`src/rtl/inv_mix_cols_seq.sv`:
```
// Inverse MixColumns for the AES-128 decryption round.
// Captures a 4x4 byte state, transforms COLS_PER_CYCLE columns per clock in
// place, then presents the result until the downstream handshake completes.
//
// Ports:
//   clk        rising-edge clock
//   rst        synchronous active-high reset
//   in_valid   Datain holds a valid state
//   in_ready   block can accept a state (IDLE and not in reset)
//   Datain     input state, [row][col] bytes
//   out_valid  Dataout holds a valid result
//   out_ready  downstream accepts the result
//   Dataout    result state, [row][col] bytes; holds the last result in IDLE
//
// state | meaning
// IDLE  | waiting for an input state
// BUSY  | transforming columns col_cnt .. col_cnt+COLS_PER_CYCLE-1 each edge
// DONE  | result presented, waiting for out_ready

module inv_mix_cols_seq #(
   parameter int COLS_PER_CYCLE = 1
) (
   input  logic                   clk,
   input  logic                   rst,
   input  logic                   in_valid,
   output logic                   in_ready,
   input  logic [0:3][0:3][7:0]   Datain,
   output logic                   out_valid,
   input  logic                   out_ready,
   output logic [0:3][0:3][7:0]   Dataout
);

   generate
      if (!(COLS_PER_CYCLE == 1 || COLS_PER_CYCLE == 2 || COLS_PER_CYCLE == 4)) begin : g_bad_cpc
         $error("inv_mix_cols_seq: COLS_PER_CYCLE must be 1, 2 or 4");
      end
   endgenerate

   typedef enum logic [1:0] {IDLE, BUSY, DONE} state_t;

   state_t                 state_q, state_d;
   logic [1:0]             col_cnt_q;
   logic [0:3][0:3][7:0]   work_q, work_d;
   logic [2:0]             col_lo, col_hi;
   logic                   last_step;

   function automatic logic [7:0] xtime(input logic [7:0] x);
      return {x[6:0], 1'b0} ^ (x[7] ? 8'h1b : 8'h00);
   endfunction

   function automatic logic [0:3][7:0] inv_col(input logic [0:3][7:0] a);
      logic [0:3][7:0] m9, mb, md, me, r;
      logic [7:0]      x2, x4, x8;
      for (int i = 0; i < 4; i++) begin
         x2    = xtime(a[i]);
         x4    = xtime(x2);
         x8    = xtime(x4);
         m9[i] = x8 ^ a[i];
         mb[i] = x8 ^ x2 ^ a[i];
         md[i] = x8 ^ x4 ^ a[i];
         me[i] = x8 ^ x4 ^ x2;
      end
      r[0] = me[0] ^ mb[1] ^ md[2] ^ m9[3];
      r[1] = m9[0] ^ me[1] ^ mb[2] ^ md[3];
      r[2] = md[0] ^ m9[1] ^ me[2] ^ mb[3];
      r[3] = mb[0] ^ md[1] ^ m9[2] ^ me[3];
      return r;
   endfunction

   // col_cnt is always a multiple of COLS_PER_CYCLE, so the window never wraps;
   // a 3-bit upper bound lets the last step reach 4 cleanly.
   assign col_lo    = {1'b0, col_cnt_q};
   assign col_hi    = col_lo + 3'(COLS_PER_CYCLE);
   assign last_step = (col_hi == 3'd4);

   always_comb begin
      logic [0:3][7:0] col_in, col_out;
      work_d  = work_q;
      col_in  = '0;
      col_out = '0;
      for (int c = 0; c < 4; c++) begin
         if ((3'(c) >= col_lo) && (3'(c) < col_hi)) begin
            for (int r = 0; r < 4; r++) col_in[r] = work_q[r][c];
            col_out = inv_col(col_in);
            for (int r = 0; r < 4; r++) work_d[r][c] = col_out[r];
         end
      end
   end

   always_comb begin
      state_d   = state_q;
      out_valid = 1'b0;
      in_ready  = 1'b0;
      case (state_q)
         IDLE: begin
            in_ready = !rst;
            if (in_valid) state_d = BUSY;
         end
         BUSY: begin
            if (last_step) state_d = DONE;
         end
         DONE: begin
            out_valid = 1'b1;
            if (out_ready) state_d = IDLE;
         end
         default: state_d = IDLE;
      endcase
   end

   always_ff @(posedge clk) begin
      if (rst) begin
         state_q   <= IDLE;
         col_cnt_q <= '0;
         work_q    <= '0;
         Dataout   <= '0;
      end else begin
         state_q <= state_d;
         case (state_q)
            IDLE: begin
               if (in_valid) begin
                  work_q    <= Datain;
                  col_cnt_q <= '0;
               end
            end
            BUSY: begin
               work_q    <= work_d;
               col_cnt_q <= col_hi[1:0];
               if (last_step) Dataout <= work_d;
            end
            default: ;
         endcase
      end
   end

endmodule

```
`config.mk`:
```
export PLATFORM = sky130hd
export DESIGN_NAME = inv_mix_cols_seq
export DESIGN_NICKNAME = d
export VERILOG_FILES = /design/src/rtl/inv_mix_cols_seq.sv
export SDC_FILE = /design/constraint.sdc
export NUM_CORES = 1
export LEC_CHECK = 0
export CORE_UTILIZATION = 35
export CTS_BUF_LIST = sky130_fd_sc_hd__clkbuf_8
export DETAILED_ROUTE_END_ITERATION = 10
export HOLD_SLACK_MARGIN = 0.15
export PLACE_DENSITY = 0.6
export RECOVER_POWER = 25
export SLEW_MARGIN = 20
export SYNTH_ARGS = -nofsm -noshare
export SYNTH_HDL_FRONTEND = slang
export SYNTH_SLANG_ARGS = --single-unit
```
`constraint.sdc`:
```
create_clock -name clk -period 3.3 [get_ports clk]
set_input_delay 0.495 -clock clk [delete_from_list [all_inputs] [get_ports clk]]
set_output_delay 0.495 -clock clk [all_outputs]
set_load 0.005 [all_outputs]
```
# Word level (Yosys, flattened, before mapping)
# Cells that the tools add are included.
dict set report totals {
  out_inout_bits 130
  ff_bits 260
  elab_cells 325
  in_bits 132
}
dict set report op_classes {
  bitwise_logic 192
  n_lt_le_gt_ge 8
  n_addsub 1
  n_eq_ne 6
  reduce_logical 10
  mux 74
}
# operator count
set op_table {}
lappend op_table {{$xor A8 B8 Y8} 144}
lappend op_table {{$xor A8 B5 Y8} 48}
lappend op_table {{$pmux W128 S2} 1}
lappend op_table {{$mux W5} 48}
lappend op_table {{$mux W128} 1}
lappend op_table {{$mux W8} 16}
lappend op_table {{$mux W2} 4}
lappend op_table {{$lt A1 B3 Y1 const A} 2}
lappend op_table {{$lt A2 B3 Y1 const A} 2}
lappend op_table {{$ne A2 B2 Y1 const B} 3}
lappend op_table {{$pmux W2 S3} 1}
lappend op_table {{$ge A1 B2 Y1 const A} 2}
lappend op_table {{$ge A2 B2 Y1 const A} 2}
lappend op_table {{$logic_and A1 B1 Y1} 4}
lappend op_table {{$pmux W2 S2} 1}
lappend op_table {{$reduce_and A2 Y1} 2}
lappend op_table {{$add A2 B1 Y3 const B} 1}
lappend op_table {{$eq A3 B3 Y1 const B} 1}
lappend op_table {{$reduce_and A3 Y1} 1}
lappend op_table {{$eq A2 B1 Y1 const B} 1}
lappend op_table {{$eq A2 B2 Y1 const B} 1}
lappend op_table {{$logic_not A2 Y1} 1}
lappend op_table {{$mux W1} 2}
lappend op_table {{$reduce_bool A2 Y1} 1}
lappend op_table {{$logic_not A1 Y1} 1}

# Logic depth before layout (Yosys ltp)
dict set report depth {
  word_depth 13
  depth_mapped 9
  mapped_depth_nobuf 7
}

# Worst setup path after synthesis
# OpenSTA, ideal clock, no wires.
dict set report synth_path {
  path_kind {reg2reg}
  from {register work_q[55] in the netlist's numbering}
  to {register work_q[117] in the netlist's numbering}
  arrival_ns 2.307
  path_buffers 1
  setup_time_ns 0.134
  slack_ns 0.860
  t_required_ns 3.166
  period_less_slack_ns 2.440
  stages_incl_launch_ff 9
  path_cell_list {dfxtp_1 > buf_6 > xnor2_4 > xnor3_2 > xor3_1 > xnor3_1 > and2_1 > nor3_1 > nor4_2}
}
dict set report synth_via {
  elab_chain_len 10
}
# element line
set synth_lines {}
lappend synth_lines {{from (decl)} 43} ;# logic [0:3][0:3][7:0] work_q, work_d;
lappend synth_lines {{from (signal assigned)} 121} ;# work_q <= Datain;
lappend synth_lines {{from (signal assigned)} 126} ;# work_q <= work_d;
lappend synth_lines {{$mux W5 *} 48} ;# return {x[6:0], 1'b0} ^ (x[7] ? 8'h1b : 8'h00);
lappend synth_lines {{$xor A8 B5 Y8 * (2 in series)} 48}
lappend synth_lines {{$xor A8 B5 Y8} 48}
lappend synth_lines {{$xor A8 B8 Y8 * (2 in series)} 60} ;# md[i] = x8 ^ x4 ^ a[i];
lappend synth_lines {{$xor A8 B8 Y8 * (2 in series)} 63} ;# r[0] = me[0] ^ mb[1] ^ md[2] ^ m9[3];
lappend synth_lines {{$mux W8 *} 82} ;# if ((3'(c) >= col_lo) && (3'(c) < col_hi)) begin
lappend synth_lines {{$pmux W128 S2 *} 118} ;# case (state_q)
# Mark *: on every way between the ends. The rest lies on a longest branch, timed or not.
# A chain may end at the register's enable or synchronous reset.

# Worst setup path in the final report
dict set report layout_path {
  from {register state_q[1]}
  to {output port in_ready}
}
dict set report layout_via {
  elab_chain_len 2
}
# element line
set layout_lines {}
lappend layout_lines {{from (decl)} 41} ;# state_t state_q, state_d;
lappend layout_lines {{from (signal assigned)} 117} ;# state_q <= state_d;
lappend layout_lines {{$logic_not A2 Y1} 94} ;# case (state_q)
lappend layout_lines {{$mux W1} 94}
lappend layout_lines {{to (decl)} 26} ;# output logic in_ready,
# No other way between the ends.

==> reports/results.txt <==
The run finished with clean final reports. Setup repair after global routing left no endpoint under its margin. The run gives 260 as the total clock sinks.

In this run the standard cell core region covers 0.0565 sq mm. Total power draw: 25.2 mW. The number of gates resized after CTS was 0. The run gives 1065 as the violation count after the first detailed-routing iteration.

The total overflow left after global routing is 0. In the final routed layout, each cell accounts on average for 23.1 microns. The tree is rooted in a clkbuf_8.

The class of the most critical hold timing path was reg2reg. The slowest stage of the critical path belongs to the cell dfxtp_1. TritonCTS built the clock tree. The initialized floorplan defines 87 standard-cell rows. The most used flip-flop cell after synthesis is dfxtp_1.

Fraction of synthesis flops using an asynchronous set or reset pin: 0%. Sequential cells were found to cover 25.9% of the synthesized design area. The number of distinct standard cells referenced by the synthesized netlist is 55, and the count of buffers added by post-CTS timing repair for setup is 0. The global routing usage summed across all routing layers is 25.1%, and the leakage power of the design is 9.41 nW. In the global route stage, met2 resource usage came out at 41.8%. Counting I/O delays and the setup requirement, the final critical path takes 3090 ps.

The run gives 27.7% as the remaining max-slew budget at the tightest pin. Growth of design area from synthesis to finish: 22.0%. The clock arrives with 26.4 ps of skew. The detail route stage leaves a number of antenna-violating nets equal to 0. The tools report the kind of start point of the critical path as a flip-flop. The synthesized design contains 0 enable-type register cells. The floorplan die height was 241 microns; the placer's final routability congestion estimate was 0.925. The signal on the critical path passes through buf_4 > or2_2 > nor2_1 > clkdlybuf4s50_1. The power density normalized to cell area is 1030 mW/mm^2, and the CTS H-tree depth is 2. The kind of capture point of the worst setup path was an output pin.

The tool flagged a number of max-cap violations equal to 0. The number of buffers on the longest clock path is 3. On the worst path, the slowest cell contributes a delay of 590 ps.

The signal arrival time at the worst endpoint is 2600 ps, and the flop and latch count out of synthesis is 260. The detailed-router iteration count before antenna repair is 5, and the number of I/O port buffers is 261. Synthesized area divided by synthesized cell count: 9.02 sq um.

The via count of the first global-routing pass came out at 16800. The die covers 0.0583 sq mm. The initial utilization of the core area, before any placement, comes to 35.5%.

The run gives 0 as the number of hold violations in the final report. The met1 global-route usage was 33.2%; the final routed DRC violation total was 0. The x dimension of the die was 241 microns; the largest vdd supply drop was 0.876 mV.

The layout cell share with drive strength beyond 1 is 9.72%, and the largest driver fanout on the critical path is 11. For the maximum number of pins on one net before global-route repair, the log shows 146. After clock tree synthesis, the clock-pin slew on the worst setup and hold paths is 50 ps.

The run gives 323 MHz as the highest achievable clock rate. After detailed routing, the total wire length is 73500 microns. After detailed routing, the number of vias per cell comes to 5.22. The quantity of hold-fixing buffers added after cts is 1.

The tools report the post-synthesis instance total as 2226. In the finished design, the share of the clock period the worst path needs comes to 93.7%. For the final routed database, the setup TNS stands at 0 ps. The total CTS buffers is 51. The setup-violating endpoint count in the final report was 0; the worst setup timing slack at the placement stage was 402 ps. The slew of the pin with the lowest slew margin came out at 1080 ps. The HPWL after detailed placement is 54500 microns. When the netlist entered floorplanning its net count stood at 2363. In this run the most used layer during global routing was met2. The run gives 640 ps as the clock latency at the later pin of the worst-skew pair. The required time at the worst-slack endpoint is 2800 ps, and the max-slew violation total from the final report is 0. The worst path meets setup with 208 ps of slack.

For the met3 demand-to-capacity share in global routing, the log shows 4.06%. For this block, the via count after detailed routing is 16600. During I/O placement, the number of pins put on the boundary was 262.

The worst setup path is of the reg2out kind. The first global-routing pass estimated 109000 microns of wire. Summed instance area of the synthesized netlist: 0.0201 sq mm. The run gives 0 as the count of synthesis-stage warnings from yosys.

Final net count: 2518. Initial antenna violation count: 5.
-- cells in the mapped netlist (all sizes together), types with 5 or more instances --
library cell	count	area [sq um]
xnor3	77	1740
a211o	5	43.8
dfxtp	260	5200
a211oi	45	343
clkbuf	166	626
o21ai	156	781
or3	14	87.6
nand2	143	537
mux2	25	282
a21o	25	188
a31o	6	52.6
a31oi	14	87.6
a21oi	160	801
a311oi	12	105
inv	12	45.0
ha	5	62.6
xor2	134	1200
nand2b	7	43.8
a2111oi	6	52.6
buf	79	424
o31ai	8	60.1
mux2i	79	791
nor2	129	484
xor3	13	309
nand3	6	30.0
o221ai	25	219
xnor2	551	4990
nor2b	7	43.8
a221oi	21	190
nor3	11	55.1
-- layout make-up --
| cell class | count | area, sq um |
|---|---|---|
| clock buffers | 72 | 991 |
| multi-input cells | 1709 | 13800 |
| diodes | 1 | 2.50 |
| well taps | 756 | 946 |
| inverters | 12 | 45.0 |
| flip-flops and latches | 260 | 5210 |
| repair buffers | 347 | 3350 |
| clock inverters | 17 | 138 |
| fillers | 5585 | 32000 |
-- through the flow --
stage               cells  utilization (%)  hold slack, ps  instance area (sq um)
floorplan            2226                -             448                  20100
global placement     3083             41.3             445                  23300
detailed placement   3083             41.3             452                  23300
CTS                  3173             43.3             460                  24500
global route         3173             43.3             477                  24500
finish               3174             43.3             455                  24500
-- power by group --
| part | leakage [nW] | switching, mW | internal (mW) |
|---|---|---|---|
| combinational | 6.67 | 8.66 | 8.76 |
| sequential | 2.12 | 0.709 | 3.42 |
| clock | 0.609 | 1.58 | 2.08 |
-- cell families after synthesis --
logic type / count (synthesis) / synth area share, %
AO/OA/AOI/OAI: 498 / 15.2
adder cells (fa/ha/maj): 5 / 0.312
XOR/XNOR: 775 / 41.1
buffers and inverters: 257 / 5.45
AND/OR/NAND/NOR: 327 / 6.73
flip-flops: 260 / 25.9
multiplexers: 104 / 5.34
-- worst paths after layout --
check | startpoint | endpoint | slack (ps) | depth (start not counted)
worst min register to register | Dataout[1] | Dataout[1] | 460 | 2
worst max register to register | work_q[111] | work_q[75] | 400 | 7
worst min-delay path | Dataout[1] | Dataout[1] | 460 | 2
worst max-delay path | state_q[1] | in_ready | 210 | 4
-- metal layers --
metal | vias up | wire length (microns)
met2 | 500 | 34600
li1 | 7803 | -
met1 | 8127 | 32900
met4 | 8 | 1870
met5 | - | 52
met3 | 115 | 3950
-- registers in the layout, summed over array words and instances (netlist names) --
| signal | flops |
|---|---|
| Dataout | 128 |
| state_q | 2 |
| col_cnt_q | 2 |
| work_q | 128 |
-- worst max-delay path, delay by kind of cell (launching register included) --
family | cells | cell delay, ps
simple gates | 2 | 520
buf+inv | 2 | 860
flops | 1 | 590
-- layout by cell type (no fill, tap or decap), types with 7 or more instances in the layout --
cell / synthesis / layout
mux2i_1: 79 / 79
xnor3_1: 75 / 75
xor2_1: 130 / 130
o21ai_0: 155 / 156
nand2_1: 143 / 143
a31oi_1: 14 / 14
or3_1: 14 / 14
o31ai_1: 8 / 8
buf_4: 10 / 78
a21oi_1: 160 / 160
inv_1: 12 / 19
buf_12: 0 / 7
clkdlybuf4s50_1: 0 / 165
nor2_1: 129 / 128
dlygate4sd3_1: 0 / 96
xor3_1: 13 / 13
xnor2_1: 533 / 533
a211oi_1: 44 / 44
clkbuf_8: 0 / 72
o221ai_1: 25 / 25
xnor2_2: 15 / 15
a311oi_1: 12 / 12
dfxtp_1: 260 / 259
nor3_1: 11 / 11
a21o_1: 25 / 25
a221oi_1: 20 / 20
mux2_2: 25 / 25
Note: power is estimated with default switching activity, not from simulation.
